$ cat config.mk
export PLATFORM = sky130hd
export DESIGN_NAME = div_iter_flat
export DESIGN_NICKNAME = d
export VERILOG_FILES = /design/src/rtl/div_pkg.sv /design/src/rtl/div_if.sv /design/src/rtl/div_step.sv /design/src/rtl/div_iter.sv /design/src/flat_wrapper.sv
export SDC_FILE = /design/constraint.sdc
export NUM_CORES = 1
export LEC_CHECK = 0
export ABC_AREA = 1
export CELL_PAD_IN_SITES_DETAIL_PLACEMENT = 0
export CELL_PAD_IN_SITES_GLOBAL_PLACEMENT = 1
export CORE_MARGIN = 3
export CORE_UTILIZATION = 36
export DETAILED_ROUTE_END_ITERATION = 16
export PLACE_DENSITY_LB_ADDON = 0.1
export SLEW_MARGIN = 20
export SYNTH_ARGS = -nofsm -noshare
export SYNTH_HDL_FRONTEND = slang
export SYNTH_SLANG_ARGS = --single-unit
$ cat constraint.sdc
create_clock -name div_clk -period 3.81 [get_ports div_clk]
set_input_delay 0.381 -clock div_clk [delete_from_list [all_inputs] [get_ports div_clk]]
set_output_delay 0.381 -clock div_clk [all_outputs]
set_load 0.05 [all_outputs]
$ cat src/rtl/div_pkg.sv
// Shared definitions for the iterative restoring divider: FSM states,
// iteration-counter width and the divide-by-zero quotient pattern.
package div_pkg;

    localparam int DIV_WIDTH = 32;

    // One extra bit so the counter can hold WIDTH itself if ever needed.
    localparam int CNT_W = $clog2(DIV_WIDTH) + 1;

    // Quotient reported when the divisor is zero.
    localparam logic [DIV_WIDTH-1:0] DBZ_QUOTIENT = '1;

    typedef enum logic [1:0] {
        ST_IDLE = 2'd0,
        ST_CALC = 2'd1,
        ST_DONE = 2'd2
    } div_state_e;

endpackage

$ cat src/rtl/div_if.sv
// Operand/result handshake bundle between the execute stage (master)
// and the divider (slave).
interface div_if #(
    parameter int WIDTH = 32
);
    logic             in_valid;
    logic             in_ready;
    logic             div_signed;
    logic [WIDTH-1:0] dividend;
    logic [WIDTH-1:0] divisor;
    logic             cancel;
    logic             out_valid;
    logic             out_ready;
    logic [WIDTH-1:0] quotient;
    logic [WIDTH-1:0] remainder;
    logic             div_by_zero;

    modport master (
        output in_valid, div_signed, dividend, divisor, cancel, out_ready,
        input  in_ready, out_valid, quotient, remainder, div_by_zero
    );

    modport slave (
        input  in_valid, div_signed, dividend, divisor, cancel, out_ready,
        output in_ready, out_valid, quotient, remainder, div_by_zero
    );
endinterface

$ cat src/rtl/div_step.sv
// One restoring-division iteration: shift the partial remainder left,
// bring in the next dividend bit, trial-subtract the divisor and keep
// the difference only if it did not go negative.
module div_step
    import div_pkg::*;
#(
    parameter int WIDTH = DIV_WIDTH
) (
    input  logic [WIDTH:0]   prem_in,
    input  logic             next_bit,
    input  logic [WIDTH-1:0] divisor,
    output logic [WIDTH:0]   prem_out,
    output logic             q_bit
);

    logic [WIDTH+1:0] shifted;
    logic [WIDTH+1:0] trial;

    // Trial subtraction; the top bit of the difference is its sign.
    always_comb begin
        shifted  = {prem_in, next_bit};
        trial    = shifted - {2'b00, divisor};
        q_bit    = ~trial[WIDTH+1];
        prem_out = q_bit ? trial[WIDTH:0] : shifted[WIDTH:0];
    end

endmodule

$ cat src/rtl/div_iter.sv
// Iterative radix-2 restoring divider, one quotient bit per clock.
// Operands are reduced to magnitudes on accept, divided unsigned, and the
// captured signs are re-applied on the final iteration.
module div_iter
    import div_pkg::*;
#(
    parameter int WIDTH = DIV_WIDTH
) (
    input  logic div_clk,
    input  logic reset,
    div_if.slave bus
);

    localparam logic [CNT_W-1:0] LAST_ITER = CNT_W'(WIDTH - 1);

    div_state_e       state_q, state_d;
    logic [CNT_W-1:0] cnt_q, cnt_d;
    logic [WIDTH:0]   prem_q, prem_d;
    // Dividend magnitude shifts out of the top while quotient bits shift in at the bottom.
    logic [WIDTH-1:0] dvd_q, dvd_d;
    logic [WIDTH-1:0] dsr_q, dsr_d;
    logic             q_neg_q, q_neg_d;
    logic             r_neg_q, r_neg_d;
    logic [WIDTH-1:0] quot_q, quot_d;
    logic [WIDTH-1:0] rem_q, rem_d;
    logic             dbz_q, dbz_d;
    logic             out_valid_q, out_valid_d;

    logic             in_ready_int;
    logic             accept;
    logic             dvd_neg;
    logic             dsr_neg;
    logic [WIDTH-1:0] dvd_mag;
    logic [WIDTH-1:0] dsr_mag;
    logic [WIDTH:0]   step_prem;
    logic             step_qbit;
    logic [WIDTH-1:0] final_quot;
    logic [WIDTH-1:0] final_rem;

    div_step #(
        .WIDTH(WIDTH)
    ) u_step (
        .prem_in (prem_q),
        .next_bit(dvd_q[WIDTH-1]),
        .divisor (dsr_q),
        .prem_out(step_prem),
        .q_bit   (step_qbit)
    );

    // Ready when idle, or when the held result is being taken this cycle.
    assign in_ready_int = !reset && !bus.cancel &&
                          ((state_q == ST_IDLE) || ((state_q == ST_DONE) && bus.out_ready));
    assign accept       = bus.in_valid && in_ready_int;

    assign bus.in_ready    = in_ready_int;
    assign bus.out_valid   = out_valid_q;
    assign bus.quotient    = quot_q;
    assign bus.remainder   = rem_q;
    assign bus.div_by_zero = dbz_q;

    // Operand magnitudes and the unsigned result of the last iteration.
    always_comb begin
        dvd_neg    = bus.div_signed && bus.dividend[WIDTH-1];
        dsr_neg    = bus.div_signed && bus.divisor[WIDTH-1];
        dvd_mag    = dvd_neg ? ({WIDTH{1'b0}} - bus.dividend) : bus.dividend;
        dsr_mag    = dsr_neg ? ({WIDTH{1'b0}} - bus.divisor) : bus.divisor;
        final_quot = {dvd_q[WIDTH-2:0], step_qbit};
        final_rem  = step_prem[WIDTH-1:0];
    end

    // Next-state and datapath: iterate in CALC, hold in DONE, then apply
    // a new accept, and finally let cancel override everything but IDLE.
    always_comb begin
        state_d     = state_q;
        cnt_d       = cnt_q;
        prem_d      = prem_q;
        dvd_d       = dvd_q;
        dsr_d       = dsr_q;
        q_neg_d     = q_neg_q;
        r_neg_d     = r_neg_q;
        quot_d      = quot_q;
        rem_d       = rem_q;
        dbz_d       = dbz_q;
        out_valid_d = out_valid_q;

        case (state_q)
            ST_IDLE: begin
            end
            ST_CALC: begin
                prem_d = step_prem;
                dvd_d  = {dvd_q[WIDTH-2:0], step_qbit};
                if (cnt_q == LAST_ITER) begin
                    cnt_d       = '0;
                    quot_d      = q_neg_q ? ({WIDTH{1'b0}} - final_quot) : final_quot;
                    rem_d       = r_neg_q ? ({WIDTH{1'b0}} - final_rem) : final_rem;
                    dbz_d       = 1'b0;
                    out_valid_d = 1'b1;
                    state_d     = ST_DONE;
                end else begin
                    cnt_d = cnt_q + CNT_W'(1);
                end
            end
            ST_DONE: begin
                if (bus.out_ready) begin
                    out_valid_d = 1'b0;
                    state_d     = ST_IDLE;
                end
            end
            default: begin
                state_d     = ST_IDLE;
                out_valid_d = 1'b0;
            end
        endcase

        if (accept) begin
            q_neg_d = dvd_neg ^ dsr_neg;
            r_neg_d = dvd_neg;
            prem_d  = '0;
            cnt_d   = '0;
            dvd_d   = dvd_mag;
            dsr_d   = dsr_mag;
            if (bus.divisor == '0) begin
                state_d     = ST_DONE;
                quot_d      = DBZ_QUOTIENT;
                rem_d       = bus.dividend;
                dbz_d       = 1'b1;
                out_valid_d = 1'b1;
            end else begin
                state_d     = ST_CALC;
                dbz_d       = 1'b0;
                out_valid_d = 1'b0;
            end
        end

        if (bus.cancel && (state_q != ST_IDLE)) begin
            state_d     = ST_IDLE;
            cnt_d       = '0;
            out_valid_d = 1'b0;
        end
    end

    // State and datapath registers with synchronous clear.
    always_ff @(posedge div_clk) begin
        if (reset) begin
            state_q     <= ST_IDLE;
            cnt_q       <= '0;
            prem_q      <= '0;
            dvd_q       <= '0;
            dsr_q       <= '0;
            q_neg_q     <= 1'b0;
            r_neg_q     <= 1'b0;
            quot_q      <= '0;
            rem_q       <= '0;
            dbz_q       <= 1'b0;
            out_valid_q <= 1'b0;
        end else begin
            state_q     <= state_d;
            cnt_q       <= cnt_d;
            prem_q      <= prem_d;
            dvd_q       <= dvd_d;
            dsr_q       <= dsr_d;
            q_neg_q     <= q_neg_d;
            r_neg_q     <= r_neg_d;
            quot_q      <= quot_d;
            rem_q       <= rem_d;
            dbz_q       <= dbz_d;
            out_valid_q <= out_valid_d;
        end
    end

endmodule
$ cat src/flat_wrapper.sv
// flat-port wrapper written by rule: the top's interface ports become plain ports
module div_iter_flat import div_pkg::*;
#(
    parameter int WIDTH = DIV_WIDTH
)
  (div_clk, reset, bus_in_valid, bus_div_signed, bus_dividend, bus_divisor, bus_cancel, bus_out_ready, bus_in_ready, bus_out_valid, bus_quotient, bus_remainder, bus_div_by_zero);
  div_if #(.WIDTH(WIDTH)) bus_i ();
  input  logic div_clk;
  input  logic reset;
  input wire logic [$bits(bus_i.in_valid)-1:0] bus_in_valid;
  input wire logic [$bits(bus_i.div_signed)-1:0] bus_div_signed;
  input wire logic [$bits(bus_i.dividend)-1:0] bus_dividend;
  input wire logic [$bits(bus_i.divisor)-1:0] bus_divisor;
  input wire logic [$bits(bus_i.cancel)-1:0] bus_cancel;
  input wire logic [$bits(bus_i.out_ready)-1:0] bus_out_ready;
  output wire logic [$bits(bus_i.in_ready)-1:0] bus_in_ready;
  output wire logic [$bits(bus_i.out_valid)-1:0] bus_out_valid;
  output wire logic [$bits(bus_i.quotient)-1:0] bus_quotient;
  output wire logic [$bits(bus_i.remainder)-1:0] bus_remainder;
  output wire logic [$bits(bus_i.div_by_zero)-1:0] bus_div_by_zero;
  assign bus_i.in_valid = bus_in_valid;
  assign bus_i.div_signed = bus_div_signed;
  assign bus_i.dividend = bus_dividend;
  assign bus_i.divisor = bus_divisor;
  assign bus_i.cancel = bus_cancel;
  assign bus_i.out_ready = bus_out_ready;
  assign bus_in_ready = bus_i.in_ready;
  assign bus_out_valid = bus_i.out_valid;
  assign bus_quotient = bus_i.quotient;
  assign bus_remainder = bus_i.remainder;
  assign bus_div_by_zero = bus_i.div_by_zero;
  div_iter #(.WIDTH(WIDTH)) u_core (.div_clk(div_clk), .reset(reset), .bus(bus_i));
endmodule
==> impl_metrics.py, run 1 <==
metrics = {
    "outcome": {
        "status": "completed",
    },
    "layout": {
        "final_util": 0.469,
        "design_area_um2": 16400,
        "fin_nets": 2447,
        "antenna_cells": 0,
        "fin_cells": 2806,
        "drive_above_1_share": 0.125,
        "syn_to_final_growth_pct": 27.1,
    },
    "grt": {
        "antenna_found_initial": 1,
        "grt_overflow_total": 0,
        "grt_max_degree": 90,
        "grt.total_usage": 0.281,
        "grt_pass1_vias": 13600,
        "grt_pass1_wl_um": 82400,
    },
    "critical_path": {
        "crit_path_end_kind": "flip-flop",
        "cp.required_ns": 4.13,
        "slowest_stage": "dfxtp_1",
        "crit_type": "flip-flop to flip-flop",
        "startpoint_type": "flip-flop",
        "critPathMaxStageDelay_ns": 0.36,
        "path_common_cell": "nand2_4",
        "critPathArrivalTime_ns": 3.96,
        "cp_max_fo": 3,
    },
    "floorplan": {
        "io_pins": 137,
        "die_x_um": 195,
        "die_h_um": 195,
        "start_util": 0.369,
        "coreArea_um2": 34900,
        "die_area_um2": 38100,
        "num_rows": 68,
    },
    "yosys": {
        "avgSynthCellArea_um2": 6.05,
        "synth.mux.area_fraction": 0,
        "yosys.area_share.adder": 0.0375,
        "synthFlopType": "dfxtp_1",
        "yosys.area_share.xor_xnor": 0.0428,
        "ys_top_cells_by_area": "dfxtp_1 (27%), nand2_1 (16%), inv_1 (8.4%), o21ai_0 (6.4%), nor2_1 (6.3%)",
        "syn_inst": 2130,
        "ys_ff_latch": 172,
        "syn_nets": 2238,
        "synth-simple-area-share": 0.338,
        "synth-compound-area-share": 0.197,
        "synth_cell_types": 53,
        "synth_edf_count": 0,
        "synth_area_leader_cell": "dfxtp_1",
        "yosysWarnings": 0,
        "async_flop_share": 0,
        "netlist_area_um2": 12900,
        "yosysSeqAreaShare": 0.267,
        "synth_top_family_by_area": "simple AND/OR/NAND/NOR gates",
        "synth_top_area_frac": 0.267,
    },
    "clock_network": {
        "cts_root_buf": "clkbuf_16",
        "clkSinkCount": 172,
        "cts_hold_buffers": 0,
        "clock_latency_ns": 0.46,
        "clkTransAtPathRegs_ns": 0.07,
        "cts_tree": "yes",
        "cts_buffer_depth": 2,
        "h-tree-depth": 4,
        "cts_buffers": 17,
    },
    "sta": {
        "finalWorstPathRequiredPeriod_ns": 3.64,
        "setup_viol": 0,
        "fin_setup_tns_ns": 0,
        "fin_skew_ns": 0.0115,
        "max-slew-margin-rel": 0.380,
        "rsz0062_at_grt": "true",
        "finalWorstSetupSlack_ns": 0.170,
        "max_freq_ghz": 0.275,
        "fin_crit_sh": 0.955,
        "holdWs_ns": 0.487,
        "hold_viol": 0,
        "drv_slew": 0,
        "worst_slew_pin_slew_ns": 0.928,
    },
    "routing": {
        "ant_nets": 0,
        "wl_um": 54800,
        "via_count": 14600,
        "drc_errors": 0,
        "wl_per_cell_um": 19.5,
        "drt_first_pass_iters": 6,
        "dr.first_iter.drc_count": 1298,
        "via_per_inst": 5.22,
    },
    "pwr": {
        "internal_power_mw": 3.81,
        "p_leak_nw": 7.50,
        "ir_worst_vdd_mv": 0.379,
        "power_mw": 6.82,
        "power.switching_mw": 3.01,
        "clockPowerShare": 0.248,
        "pwr-share-seq": 0.283,
        "powerDensity_nw_per_um2": 417,
        "combPwrFrac": 0.469,
        "swShare": 0.441,
    },
    "place": {
        "placed_area_um2": 15500,
        "dp_cells": 2771,
        "routabilityCongestion": 0.963,
        "pre_cts_ws_ns": -0.0440,
        "io_buffers": 136,
        "hpwl_um": 42900,
    },
    "worst_hold_path": {
        "hp-class": "flip-flop to flip-flop",
    },
    "run": {
        "maxCapViolations": 0,
    },
}
-- cell families (layout without fill, tap and decap cells) --
group | count (synthesis) | after routing
compound gates | 448 | 448
buf+inv | 387 | 608
fa+ha+maj | 38 | 38
simple gates | 1022 | 1022
flops | 172 | 172
xor+xnor | 63 | 63
-- layout by cell type (no fill, tap or decap), types with 4 or more instances in the layout --
cell type        netlist  layout
o22ai_1               30      30
xor2_1                47      47
ha_4                   0      12
clkinvlp_4             0       4
inv_1                288     281
nor2_4                 4      10
nand3b_1               4       4
o21ai_0              164     160
o211ai_1              29      29
o21ai_4                3       4
a21oi_1              125     120
xnor2_1               16      15
nor2_1               217     207
nand2_4                5       7
inv_2                 13      19
clkdlybuf4s50_1        0     135
o21ai_1               32      32
dfxtp_1              172     169
ha_1                  37      25
a21oi_2                4       9
nor2_2                 7      11
o21bai_1               5       5
a31oi_1               31      31
nand3_1              125     124
buf_4                  2     131
nor4_1                10      10
clkbuf_16              0      17
nand4_1               20      20
clkinv_1               5       5
nand2_1              558     546
or2_2                  6       6
o21ai_2                8      11
nand3_2                5       5
nand2_2               12      22
nor3_1                41      38
-- power groups by stage --
stage / Sequential, mW / Clock [mW] / Combinational (mW)
after global routing: 1.93 / 1.80 / 3.53
after detailed placement: 1.96 / 0 / 3.00
after floorplan: 1.94 / 0 / 1.85
after CTS: 1.92 / 1.72 / 3.01
final: 1.93 / 1.69 / 3.20
after global placement: 1.96 / 0 / 3.00
-- Yosys cell counts, types with 8 or more instances --
library cell	number
a21oi_1	125
a31oi_1	31
buf_1	15
clkbuf_1	57
dfxtp_1	172
ha_1	37
inv_1	288
inv_2	13
nand2_1	558
nand2_2	12
nand3_1	125
nand4_1	20
nor2_1	217
nor3_1	41
nor4_1	10
o211ai_1	29
o21ai_0	164
o21ai_1	32
o21ai_2	8
o22ai_1	30
xnor2_1	16
xor2_1	47
-- sequential cells by signal, indices dropped and copies added (netlist names) --
register	cells
u_core.cnt_q	6
u_core.prem_q	33
u_core.q_neg_q	1
u_core.dsr_q	32
u_core.dvd_q	32
u_core.bus.remainder	32
u_core.bus.quotient	32
u_core.r_neg_q	1
u_core.bus.div_by_zero	1
u_core.state_q	2
-- metal layers --
layer / track usage / up-vias / wire [um]
li1: - / 7338 / -
met4: 0.0618 / 2 / 981
met5: 0 / - / 7
met1: 0.421 / 6813 / 27100
met3: 0.0481 / 58 / 3440
met2: 0.420 / 433 / 23200
-- layout make-up --
type | instances | area (um2)
Multi-Input combinational cell | 1571 | 8270
Sequential cell | 172 | 3450
Tap cell | 455 | 569
Timing Repair Buffer | 271 | 2390
Fill cell | 3763 | 18500
Inverter | 306 | 1150
Clock buffer | 20 | 447
Clock inverter | 11 | 87.6
-- worst max-delay path: cells and delay by family (launching register included) --
kind	cells	cell delay, ns
compound gates	6	0.74
simple gates	17	1.81
fa+ha+maj	2	0.48
flops	1	0.36
buf+inv	2	0.12
-- path summary, 6_finish.rpt --
path | start | to | slack, ns | depth (start not counted)
worst max-delay path | u_core.prem_q[4] | u_core.bus.quotient[26] | 0.17 | 27
worst min-delay path | u_core.cnt_q[1] | u_core.cnt_q[1] | 0.49 | 2
worst max register to register | u_core.prem_q[4] | u_core.bus.quotient[26] | 0.17 | 27
worst min register to register | u_core.cnt_q[1] | u_core.cnt_q[1] | 0.49 | 2
-- timing repair --
action,in CTS,in global routing
setup buffers,0,4
endpoints found under the setup margin,2,28
gates resized for setup,2,73
pin swaps,0,23
(Power assumes the default switching activity.)
==> run 2: changes to the inputs <==
--- a/config.mk
+++ b/config.mk
@@ -10,6 +10,7 @@
 export CELL_PAD_IN_SITES_GLOBAL_PLACEMENT = 1
 export CORE_MARGIN = 3
 export CORE_UTILIZATION = 36
+export CTS_CLUSTER_SIZE = 12
 export DETAILED_ROUTE_END_ITERATION = 16
 export PLACE_DENSITY_LB_ADDON = 0.1
 export SLEW_MARGIN = 20
==> results of run 2 <==
Same layout as run 1: the final DEF is identical, and so are final timing and power.
==> run 3: changes to the inputs <==
--- a/config.mk
+++ b/config.mk
@@ -8,8 +8,9 @@
 export ABC_AREA = 1
 export CELL_PAD_IN_SITES_DETAIL_PLACEMENT = 0
 export CELL_PAD_IN_SITES_GLOBAL_PLACEMENT = 1
+export CORE_ASPECT_RATIO = 1.2
 export CORE_MARGIN = 3
-export CORE_UTILIZATION = 36
+export CORE_UTILIZATION = 25
 export CTS_CLUSTER_SIZE = 12
 export DETAILED_ROUTE_END_ITERATION = 16
 export PLACE_DENSITY_LB_ADDON = 0.1
==> run 3 against run 2 <==
Against the previous run: sequential power about the same; critical path depth down 1; cell count up 8.7%; global-route usage down 6.9 points; core utilization down 12 points; total power up 5.2%; sequential share of layout area down 1.2 points; maximum frequency up 0.38%; clock skew up 0.0017 ns.
==> impl_metrics.py, run 3 (synthesis results as in run 1) <==
metrics = {
    "critical_path": {
        "r2r_start": "u_core.dsr_q[29]",
        "critPathArrivalTime_ns": 4.02,
        "r2r_slack_ns": 0.18,
        "cp.required_ns": 4.20,
        "crit_type": "flip-flop to flip-flop",
        "cp_max_fo": 3,
        "startpoint_type": "flip-flop",
        "worst_r2r_path_depth": 26,
        "r2r-end": "u_core.bus.quotient[28]",
        "crit_path_end_kind": "flip-flop",
    },
    "layout": {
        "layout_common_cells": "nand2_1 (541), inv_1 (276), nor2_1 (206)",
        "drive_above_1_share": 0.166,
        "fin_cells": 3049,
        "final_util": 0.345,
        "syn_to_final_growth_pct": 35.3,
        "fin_nets": 2500,
        "final_common_cell": "nand2_1",
        "regMostFlops": "u_core.prem_q",
        "largest_reg_flops": 33,
        "n_fill_cell": 5540,
        "antenna_cells": 0,
    },
    "routing": {
        "via_per_inst": 4.71,
        "drc_errors": 0,
        "drt_first_pass_iters": 5,
        "ant_nets": 0,
        "wl_um": 56900,
        "via_count": 14300,
        "wl_per_cell_um": 18.6,
        "dr.first_iter.drc_count": 728,
    },
    "place": {
        "routabilityCongestion": 0.893,
        "io_buffers": 136,
        "dp_cells": 3007,
        "hpwl_um": 44600,
        "pre_cts_ws_ns": -0.366,
    },
    "worst_hold_path": {
        "hp-class": "flip-flop to flip-flop",
        "min_to": "u_core.cnt_q[1]",
        "min_path_cells": 2,
        "hp-start": "u_core.cnt_q[1]",
    },
    "pwr": {
        "pwr-share-seq": 0.269,
        "combPwrFrac": 0.450,
        "p_leak_nw": 7.87,
        "power.switching_mw": 2.98,
        "swShare": 0.416,
        "clockPowerShare": 0.281,
        "internal_power_mw": 4.19,
        "ir_worst_vdd_mv": 0.281,
        "powerDensity_nw_per_um2": 412,
    },
    "sta": {
        "finalWorstPathRequiredPeriod_ns": 3.63,
        "drv_slew": 0,
        "worst_slew_pin_slew_ns": 0.918,
        "setup_viol": 0,
        "fin_setup_tns_ns": 0,
        "max-slew-margin-rel": 0.387,
        "max_freq_ghz": 0.276,
        "finalWorstSetupSlack_ns": 0.184,
        "fin_skew_ns": 0.0133,
        "rsz0062_at_grt": "true",
        "holdWs_ns": 0.489,
        "hold_viol": 0,
        "fin_crit_sh": 0.952,
    },
    "clock_network": {
        "cts_buffers": 17,
        "clkSinkCount": 172,
        "cts_buffer_depth": 2,
        "clock_latency_ns": 0.50,
        "cts_root_buf": "clkbuf_16",
        "clkTransAtPathRegs_ns": 0.07,
        "h-tree-depth": 4,
        "cts_tree": "yes",
    },
    "grt": {
        "grt_max_degree": 90,
        "grt_pass1_vias": 14600,
        "grt_overflow_total": 0,
        "antenna_found_initial": 0,
        "grt_pass1_wl_um": 86800,
        "grt.total_usage": 0.212,
    },
    "floorplan": {
        "die_h_um": 255,
        "io_pins": 137,
        "die_area_um2": 54300,
        "die_x_um": 213,
        "num_rows": 90,
        "coreArea_um2": 50600,
        "start_util": 0.255,
    },
    "run": {
        "maxCapViolations": 0,
    },
    "outcome": {
        "status": "completed",
    },
}
## run 3: cell types whose count changed in the layout (fill, tap and decap cells not counted), moves of 4 or more
cell       delta
nand2_1       -5
inv_2         +6
bufinv_16     +4
dfxtp_2      +15
ha_4         +14
inv_1         -5
nand3_1       -4
ha_1         -14
nand2_2       +4
dfxtp_1      -15
buf_4        +51
## run 3: layout make-up
class / instances / area, um2 / area share
multi-input combinational: 1571 / 8540 / 0.490
sequential: 172 / 3470 / 0.199
timing repair buffer: 324 / 2830 / 0.162
inverter: 306 / 1150 / 0.0659
tap: 644 / 806 / 0.0462
clock buffer: 18 / 439 / 0.0252
clock inverter: 14 / 204 / 0.0117
## run 3: per-stage QoR
stage	total power [mW]	instance area [um2]
2_1_floorplan	3.79	12900
3_3_place_gp	5.00	16100
3_5_place_dp	4.99	16100
4_1_cts	7.08	16800
5_1_grt	7.70	17400
6_report	7.17	17400
## run 3: what timing repair did
| action | CTS | global route |
|---|---|---|
| endpoints found under the hold margin | 0 | 0 |
| buffers inserted | 1 | 9 |
| hold buffers | 0 | 0 |
| endpoints found under the setup margin | 4 | 31 |
| pin swaps | 2 | 40 |
| gates resized for setup | 11 | 116 |
## run 3: how the worst max path moves through the flow
stage	endpoint	slack, ns	depth (start not counted)	start
global placement	u_core.bus.quotient[30]	-0.32	28	u_core.dsr_q[30]
floorplan	u_core.bus.quotient[26]	0.04	29	u_core.dsr_q[7]
finish	u_core.bus.quotient[28]	0.18	26	u_core.dsr_q[29]
global route	u_core.bus.quotient[30]	-0.04	28	u_core.dsr_q[29]
detailed placement	u_core.bus.quotient[26]	-0.37	26	u_core.dsr_q[30]
CTS	u_core.bus.remainder[28]	0.01	21	u_core.dsr_q[0]
## run 3: critical path, cell delays in order, from the launching register on
cell,delay [ns]
dfxtp_2,0.33
inv_2,0.04
ha_4,0.27
nand2_4,0.06
nor3_4,0.20
nand2_2,0.11
nor3_4,0.26
nand2_4,0.09
nand2_4,0.08
nand2_4,0.05
nand2_4,0.11
ha_4,0.14
inv_2,0.04
nor3_4,0.19
nand3_2,0.14
nor3_4,0.22
nand3_2,0.12
inv_2,0.07
buf_4,0.13
nand3_4,0.10
o31ai_4,0.25
buf_4,0.14
nand2_1,0.04
nand2_1,0.05
o21ai_0,0.07
o21ai_0,0.15
inv_1,0.05
## run 3: layer usage
layer  wire (um)  track usage  part of all wire  up-vias
met5           0            0                 0        -
met4        1550       0.0637             0.027        0
met3        1460       0.0362             0.026       54
met2       28800        0.382              0.51      211
met1       25100        0.258              0.44     6650
li1            -            -                 -     7433
## run 3: power by group through the flow
| stage | combinational, mW | sequential, mW | clock, mW |
|---|---|---|---|
| after floorplan | 1.85 | 1.94 | 0 |
| after global placement | 3.04 | 1.96 | 0 |
| after detailed placement | 3.03 | 1.96 | 0 |
| after CTS | 3.06 | 1.92 | 2.10 |
| after global routing | 3.60 | 1.94 | 2.16 |
| final | 3.22 | 1.93 | 2.02 |
